$ cat src/rtl/pft_gather_unit.sv
// -----------------------------------------------------------------------------
// pft_gather_unit
//
// Sits behind the NIT address generator. Each cycle it turns the per-bank
// valid/PFT_addr request into registered reads of the 32 PFT banks. It holds
// the centroid feature of the current group. For every neighbour it emits the
// per-lane relative feature (neighbour - centroid) to the PE array, tagged
// with the repetition code. The pipeline is free-running with no backpressure.
//
// Pipeline (inputs sampled in cycle T):
//   T+1  S1 : bank_en / bank_addr registered; request tags registered
//   T+2  mem: bank_rdata returns; tags registered again to stay aligned
//   T+3  S2 : out_* registered
//
// Ports
//   clk, rstn        clock, asynchronous active-low reset
//   start            run start pulse; clears group_count and err
//   is_centroid      current request is a centroid fetch
//   is_neighbor      current request is a neighbour fetch
//   valid            per-bank read request
//   PFT_addr         per-bank read address (bank slices of microaddr_width)
//   repetition       neighbour repetition tag
//   NIT_done         one-cycle end-of-run pulse from the address generator
//   bank_en          registered per-bank read enable
//   bank_addr        registered per-bank read address
//   bank_rdata       PFT read data, one cycle after bank_en
//   out_valid        out_data valid this cycle (neighbours only)
//   out_mask         lanes carrying real data
//   out_data         signed neighbour-minus-centroid per lane, DATA_W+1 bits
//   out_rep          repetition tag of out_data
//   out_done         NIT_done delayed three cycles
//   group_count      centroids accepted since start (wraps at 13 bits)
//   err              sticky protocol error flag
// -----------------------------------------------------------------------------
module pft_gather_unit #(
    parameter int bank            = 32,
    parameter int microaddr_width = 5,
    parameter int DATA_W          = 16
) (
    input  logic                            clk,
    input  logic                            rstn,
    input  logic                            start,
    input  logic                            is_centroid,
    input  logic                            is_neighbor,
    input  logic [bank-1:0]                 valid,
    input  logic [bank*microaddr_width-1:0] PFT_addr,
    input  logic [1:0]                      repetition,
    input  logic                            NIT_done,
    output logic [bank-1:0]                 bank_en,
    output logic [bank*microaddr_width-1:0] bank_addr,
    input  logic [bank*DATA_W-1:0]          bank_rdata,
    output logic                            out_valid,
    output logic [bank-1:0]                 out_mask,
    output logic [bank*(DATA_W+1)-1:0]      out_data,
    output logic [1:0]                      out_rep,
    output logic                            out_done,
    output logic [12:0]                     group_count,
    output logic                            err
);

    localparam int OUT_W = DATA_W + 1;

    // Kind of request travelling with each beat.
    typedef enum logic [1:0] {
        KIND_NONE  = 2'd0,
        KIND_CENT  = 2'd1,
        KIND_NEIGH = 2'd2
    } kind_e;

    // ---------------- request decode ----------------
    kind_e w_kind;
    logic  w_err_in;

    always_comb begin
        // NOTE: every signal assigned in always_comb gets a default first so
        // no path leaves it unassigned and no latch is inferred.
        w_kind   = KIND_NONE;
        w_err_in = 1'b0;
        // A request flagged as both kinds is served as a centroid.
        if (is_centroid) begin
            w_kind = KIND_CENT;
        end else if (is_neighbor) begin
            w_kind = KIND_NEIGH;
        end
        w_err_in = (is_centroid & is_neighbor) | (is_centroid & ~$onehot(valid));
    end

    // ---------------- S1: bank requests + tags ----------------
    logic [bank-1:0]                 r_bank_en;
    logic [bank*microaddr_width-1:0] r_bank_addr;
    kind_e                           r_s1_kind;
    logic [1:0]                      r_s1_rep;
    logic                            r_s1_done;

    always_ff @(posedge clk or negedge rstn) begin
        if (!rstn) begin
            r_bank_en   <= '0;
            r_bank_addr <= '0;
            r_s1_kind   <= KIND_NONE;
            r_s1_rep    <= '0;
            r_s1_done   <= 1'b0;
        end else begin
            // NOTE: sequential state uses non-blocking assignments so every
            // register samples the pre-edge value of its sources.
            r_bank_en   <= valid & {bank{is_centroid | is_neighbor}};
            r_bank_addr <= PFT_addr;
            r_s1_kind   <= w_kind;
            r_s1_rep    <= repetition;
            r_s1_done   <= NIT_done;
        end
    end

    assign bank_en   = r_bank_en;
    assign bank_addr = r_bank_addr;

    // ---------------- tag stage aligned with bank_rdata ----------------
    kind_e           r_s2_kind;
    logic [bank-1:0] r_s2_mask;
    logic [1:0]      r_s2_rep;
    logic            r_s2_done;

    always_ff @(posedge clk or negedge rstn) begin
        if (!rstn) begin
            r_s2_kind <= KIND_NONE;
            r_s2_mask <= '0;
            r_s2_rep  <= '0;
            r_s2_done <= 1'b0;
        end else begin
            r_s2_kind <= r_s1_kind;
            r_s2_mask <= r_bank_en;
            r_s2_rep  <= r_s1_rep;
            r_s2_done <= r_s1_done;
        end
    end

    // ---------------- return-side datapath ----------------
    logic                  w_cent_ret;
    logic                  w_neigh_ret;
    logic                  w_cent_hit;
    logic [DATA_W-1:0]     w_cent_word;
    logic [bank*OUT_W-1:0] w_diff;
    logic [DATA_W-1:0]     r_cent;
    logic                  r_cent_ok;

    assign w_cent_ret  = (r_s2_kind == KIND_CENT);
    assign w_neigh_ret = (r_s2_kind == KIND_NEIGH);

    // Lowest-index set lane supplies the centroid word: scanning downwards
    // lets the last hit (the lowest index) win.
    always_comb begin
        w_cent_hit  = 1'b0;
        w_cent_word = '0;
        for (int i = bank - 1; i >= 0; i--) begin
            if (r_s2_mask[i]) begin
                w_cent_hit  = 1'b1;
                w_cent_word = bank_rdata[i*DATA_W +: DATA_W];
            end
        end
    end

    // Both operands are sign-extended by one bit, so the difference of two
    // DATA_W-bit signed values always fits in DATA_W+1 bits.
    always_comb begin
        w_diff = '0;
        for (int i = 0; i < bank; i++) begin
            if (r_s2_mask[i]) begin
                w_diff[i*OUT_W +: OUT_W] =
                    {bank_rdata[i*DATA_W + DATA_W - 1], bank_rdata[i*DATA_W +: DATA_W]}
                    - {r_cent[DATA_W-1], r_cent};
            end
        end
    end

    // ---------------- centroid state, counters, error ----------------
    logic [12:0] r_group_count;
    logic        r_err;

    always_ff @(posedge clk or negedge rstn) begin
        if (!rstn) begin
            r_cent        <= '0;
            r_cent_ok     <= 1'b0;
            r_group_count <= '0;
            r_err         <= 1'b0;
        end else begin
            // An all-zero centroid mask keeps the previous centroid word.
            if (w_cent_ret && w_cent_hit) begin
                r_cent <= w_cent_word;
            end

            // cent_ok drops together with out_done; a centroid returning in
            // that same cycle belongs to the next run and wins.
            if (w_cent_ret) begin
                r_cent_ok <= 1'b1;
            end else if (r_s2_done) begin
                r_cent_ok <= 1'b0;
            end

            if (start) begin
                r_group_count <= '0;
            end else if (w_cent_ret) begin
                r_group_count <= r_group_count + 13'd1;
            end

            if (start) begin
                r_err <= 1'b0;
            end else if (w_err_in || (w_neigh_ret && !r_cent_ok)) begin
                r_err <= 1'b1;
            end
        end
    end

    assign group_count = r_group_count;
    assign err         = r_err;

    // ---------------- S2: output registers ----------------
    logic                  r_out_valid;
    logic [bank-1:0]       r_out_mask;
    logic [bank*OUT_W-1:0] r_out_data;
    logic [1:0]            r_out_rep;
    logic                  r_out_done;

    always_ff @(posedge clk or negedge rstn) begin
        if (!rstn) begin
            r_out_valid <= 1'b0;
            r_out_mask  <= '0;
            r_out_data  <= '0;
            r_out_rep   <= '0;
            r_out_done  <= 1'b0;
        end else begin
            r_out_valid <= w_neigh_ret;
            r_out_mask  <= w_neigh_ret ? r_s2_mask : '0;
            r_out_data  <= w_neigh_ret ? w_diff : '0;
            r_out_rep   <= w_neigh_ret ? r_s2_rep : 2'd0;
            r_out_done  <= r_s2_done;
        end
    end

    assign out_valid = r_out_valid;
    assign out_mask  = r_out_mask;
    assign out_data  = r_out_data;
    assign out_rep   = r_out_rep;
    assign out_done  = r_out_done;

endmodule

$ cat config.mk
export PLATFORM = sky130hd
export DESIGN_NAME = pft_gather_unit
export DESIGN_NICKNAME = d
export VERILOG_FILES = /design/src/rtl/pft_gather_unit.sv
export SDC_FILE = /design/constraint.sdc
export NUM_CORES = 2
export LEC_CHECK = 0
export BUFFER_PORTS_ARGS = -buffer_cell sky130_fd_sc_hd__buf_4
export CORE_AREA = 2 2 586 588
export DETAILED_ROUTE_END_ITERATION = 10
export DIE_AREA = 0 0 588 590
export PLACE_DENSITY = 0.41
export SKIP_CTS_REPAIR_TIMING = 1
export SYNTH_ARGS = -nofsm -noshare
export SYNTH_HDL_FRONTEND = slang
export SYNTH_SLANG_ARGS = --single-unit
$ cat constraint.sdc
create_clock -name clk -period 10.7 [get_ports clk]
set_input_delay 1.07 -clock clk [delete_from_list [all_inputs] [get_ports clk]]
set_output_delay 1.07 -clock clk [all_outputs]
set_load 0.05 [all_outputs]
==> impl_metrics.ini <==
[placement]
dp_hpwl_um = 326300
placedCellCount = 11450
dpl_worst_slack_ns = 4.723
place.port_buffers = 1497
globalplace.congestion = 0.9498

[clock_tree]
clkSinkCount = 845
number_of_cts_inserted_buffers = 123
clk_path_buf_depth = 4
clock_tree_from_tritoncts = yes
clock_latency_ns = 0.90
worst_setup_hold_path_clk_slew_ns = 0.06
clock-root-buffer = clkbuf_16
htreeDepth = 3

[drt]
antenna_viol_nets_final = 0
residual_drc = 0
post_drt_wl_per_cell_um = 33.22
route.vias.total = 51950
detail_route.wirelength_um = 389100
route.detailed.vias_per_inst = 4.436
drt_pass1_iterations = 7
number_of_drc_markers_after_the_initial_detailed_route_iteration = 4111

[timing]
setup_viol = 0
finalWorstPathRequiredPeriod_ns = 5.089
worstMarginPinSlew_ns = 1.501
final.setup.tns_ns = 0
unrepaired_setup_endpoints_after_global_routing = false
slew_violations = 3
hold_violations = 0
fin_hold_ws_ns = 0.1956
clock-skew-final_ns = 0.07003
max_slew_margin_pct = -0.09559
post-route-period-util_pct = 47.56
clock.fmax_mhz = 196.5
final.setup.worst_slack_ns = 5.611

[global_routing]
grt_pass1_vias = 51840
globalRoute.totalOverflow = 0
grt_start_max_net_pins = 144
grt_first_pass_wirelength_um = 500400
grt_antenna_before_repair = 110
gr-usage-all-layers_pct = 21.52

[worst_setup_path]
crit_path_max_fanout = 2
worstSetupEndpoint = err$_DFFE_PN0P_
crit_path_start = valid[11]
critical_path.reg2reg.startpoint = r_cent[0]$_DFFE_PN0P_
reg2reg_to = out_data[509]$_DFF_PN0_
r2r_cell_count = 12
startpoint_type = input pin
worstSetupEndpointType = register
worst_ep_arrival_time_ns = 5.81
reg2reg_slack_ns = 6.44
crit_required_ns = 11.42
criticalPathCategory = in -> reg

[synthesis]
yosys_most_used_dff = dfrtp_1
synth_async_sr_flop_share_pct = 100.0
synth.ff_latch_count = 845
ys.warnings.count = 0
synth_area_leader_cell = dfrtp_1
synth.cell_area_sq_mm = 0.05159
post_synth_inst_count = 5418
net_count_after_synthesis = 6706
post_synth_edffs = 0
yosys-top-cells-area = dfrtp_1 (41%), ha_1 (13%), nor2_1 (6.5%), xnor2_1 (3.9%), a21oi_1 (3.4%)
post-synth-top-area-fraction_pct = 40.98
synthDistinctLibCells = 70
post_synth.cell_area_avg_sq_um = 9.523
ys_seq_area_share_pct = 40.98

[final_layout]
final.fill_count = 37690
final_net_count = 8303
fin_cells = 11710
flow.area_growth_from_synthesis_pct = 42.05
drive_gt1_share_pct = 26.42

[pwr]
power_mw = 13.20
leakage_nw = 34.70
powerDensity_mw_per_mm2 = 180.1
worst_ir_drop_vdd_v = 0.0001415

[floorplanning]
chipHeight_um = 590
floorplan.rows = 215
area_of_the_core_region_sq_mm = 0.3411
die_x_um = 588
die_area_sq_mm = 0.3469
pin_count = 1498
starting_density_of_the_core_pct = 15.13

[min_path]
min_path_type = in -> async

[run]
max-cap-violations = 0

[run_status]
violations = max-slew violations
run_status = finished with violations
critical path, cell delays in order:
cell	delay [ns]
buf_4	0.13
fa_1	0.53
inv_1	0.05
fa_1	0.47
inv_1	0.06
fa_1	0.52
fa_1	0.45
fa_1	0.49
inv_1	0.05
fa_1	0.48
inv_1	0.05
ha_1	0.21
fa_1	0.48
nor4b_1	0.30
nand3_1	0.13
a221oi_1	0.26
nor2_1	0.07
cell type report:
class	count	area [sq um]	area share, %
Multi-Input combinational cell	4173	28940	39.48
Antenna cell	44	110.1	0.1502
Inverter	266	1001	1.366
Timing Repair Buffer	1606	12120	16.54
Clock inverter	59	843.3	1.151
Tap cell	4557	5702	7.780
Clock buffer	162	3425	4.673
Sequential cell	845	21150	28.85
report_power, final:
group	switching, mW	internal [mW]
logic	3.47	1.89
clock network	1.79	2.63
registers	0.0956	3.32
layer usage:
metal  global-route usage [%]  vias to the layer above  wire, um
li1                         -                    22850         -
met1                    26.30                    26020    160000
met2                    35.55                     2506    180700
met3                    5.861                      541     29850
met4                    8.810                       38     18340
met5                        0                        -       254
synthesized netlist by cell type, types with 12 or more instances:
cell        n
nor2_1    890
dfrtp_1   845
ha_1      520
a21oi_1   347
o21ai_0   341
inv_1     266
xnor2_1   227
nor3_1    201
nand2_1   183
o21a_1    154
a21o_1    124
a221oi_1  123
xor2_1    113
a211oi_1   98
clkbuf_1   92
nand2b_1   89
nor2b_1    82
nand3_1    70
fa_1       56
o221ai_1   47
a31oi_1    41
and3_1     36
o31ai_1    34
and4_1     32
o31a_1     32
a211o_1    31
buf_2      31
or4_1      30
and2_1     27
o32ai_1    25
o2111a_1   24
o22ai_1    24
or4b_2     19
a22oi_1    17
nor3b_1    12
o21bai_1   12
cells in the final DEF (no fill, tap or decap), drive strengths merged, types with 89 or more instances in the layout:
master  instances
xnor2         227
dfrtp         845
a21oi         347
a21o          124
a221oi        123
clkbuf        162
nor3          201
xor2          113
inv           274
buf          1606
nor2          890
nand2         183
a211oi        101
ha            520
o21a          154
nand2b         89
o21ai         343
stage by stage:
stage | area, sq um | util (%)
2_1_floorplan | 51590 | -
3_3_place_gp | 68900 | 20.20
3_5_place_dp | 68910 | 20.20
4_1_cts | 73180 | 21.45
5_1_grt | 73220 | 21.47
6_report | 73290 | 21.49
worst min path at each step:
stage / from / to / slack (ns) / cells after the start
2_1_floorplan: r_s1_done$_DFF_PN0_ / r_s2_done$_DFF_PN0_ / 0.33 / 0
3_3_place_gp: r_s1_kind[0]$_DFF_PN0_ / r_s2_kind[0]$_DFF_PN0_ / 0.34 / 0
3_5_place_dp: r_s1_kind[1]$_DFF_PN0_ / r_s2_kind[1]$_DFF_PN0_ / 0.33 / 0
4_1_cts: rstn / out_data[22]$_DFF_PN0_ / 0.11 / 1
5_1_grt: rstn / out_data[23]$_DFF_PN0_ / 0.16 / 1
6_report: rstn / out_data[22]$_DFF_PN0_ / 0.20 / 1
logic make-up after synthesis:
logic type	count (synthesis)	synth area share [%]
buffers and inverters	400	3.022
DFF	845	40.98
and+or+nand+nor	1715	15.44
adders and majority gates	576	14.78
AOI/OAI and AO/OA	1541	19.98
xor gates and xnor gates	340	5.772
muxes	1	0.01940
flip-flops by register name (all words and copies together) (netlist names):
register,flops
out_data,544
bank_addr,160
bank_en,32
out_mask,32
r_s2_mask,32
r_cent,16
group_count,13
out_rep,2
r_s1_kind,2
r_s1_rep,2
r_s2_kind,2
r_s2_rep,2
err,1
out_done,1
out_valid,1
r_cent_ok,1
r_s1_done,1
r_s2_done,1
No activity file was read; power rests on OpenSTA's default activity.
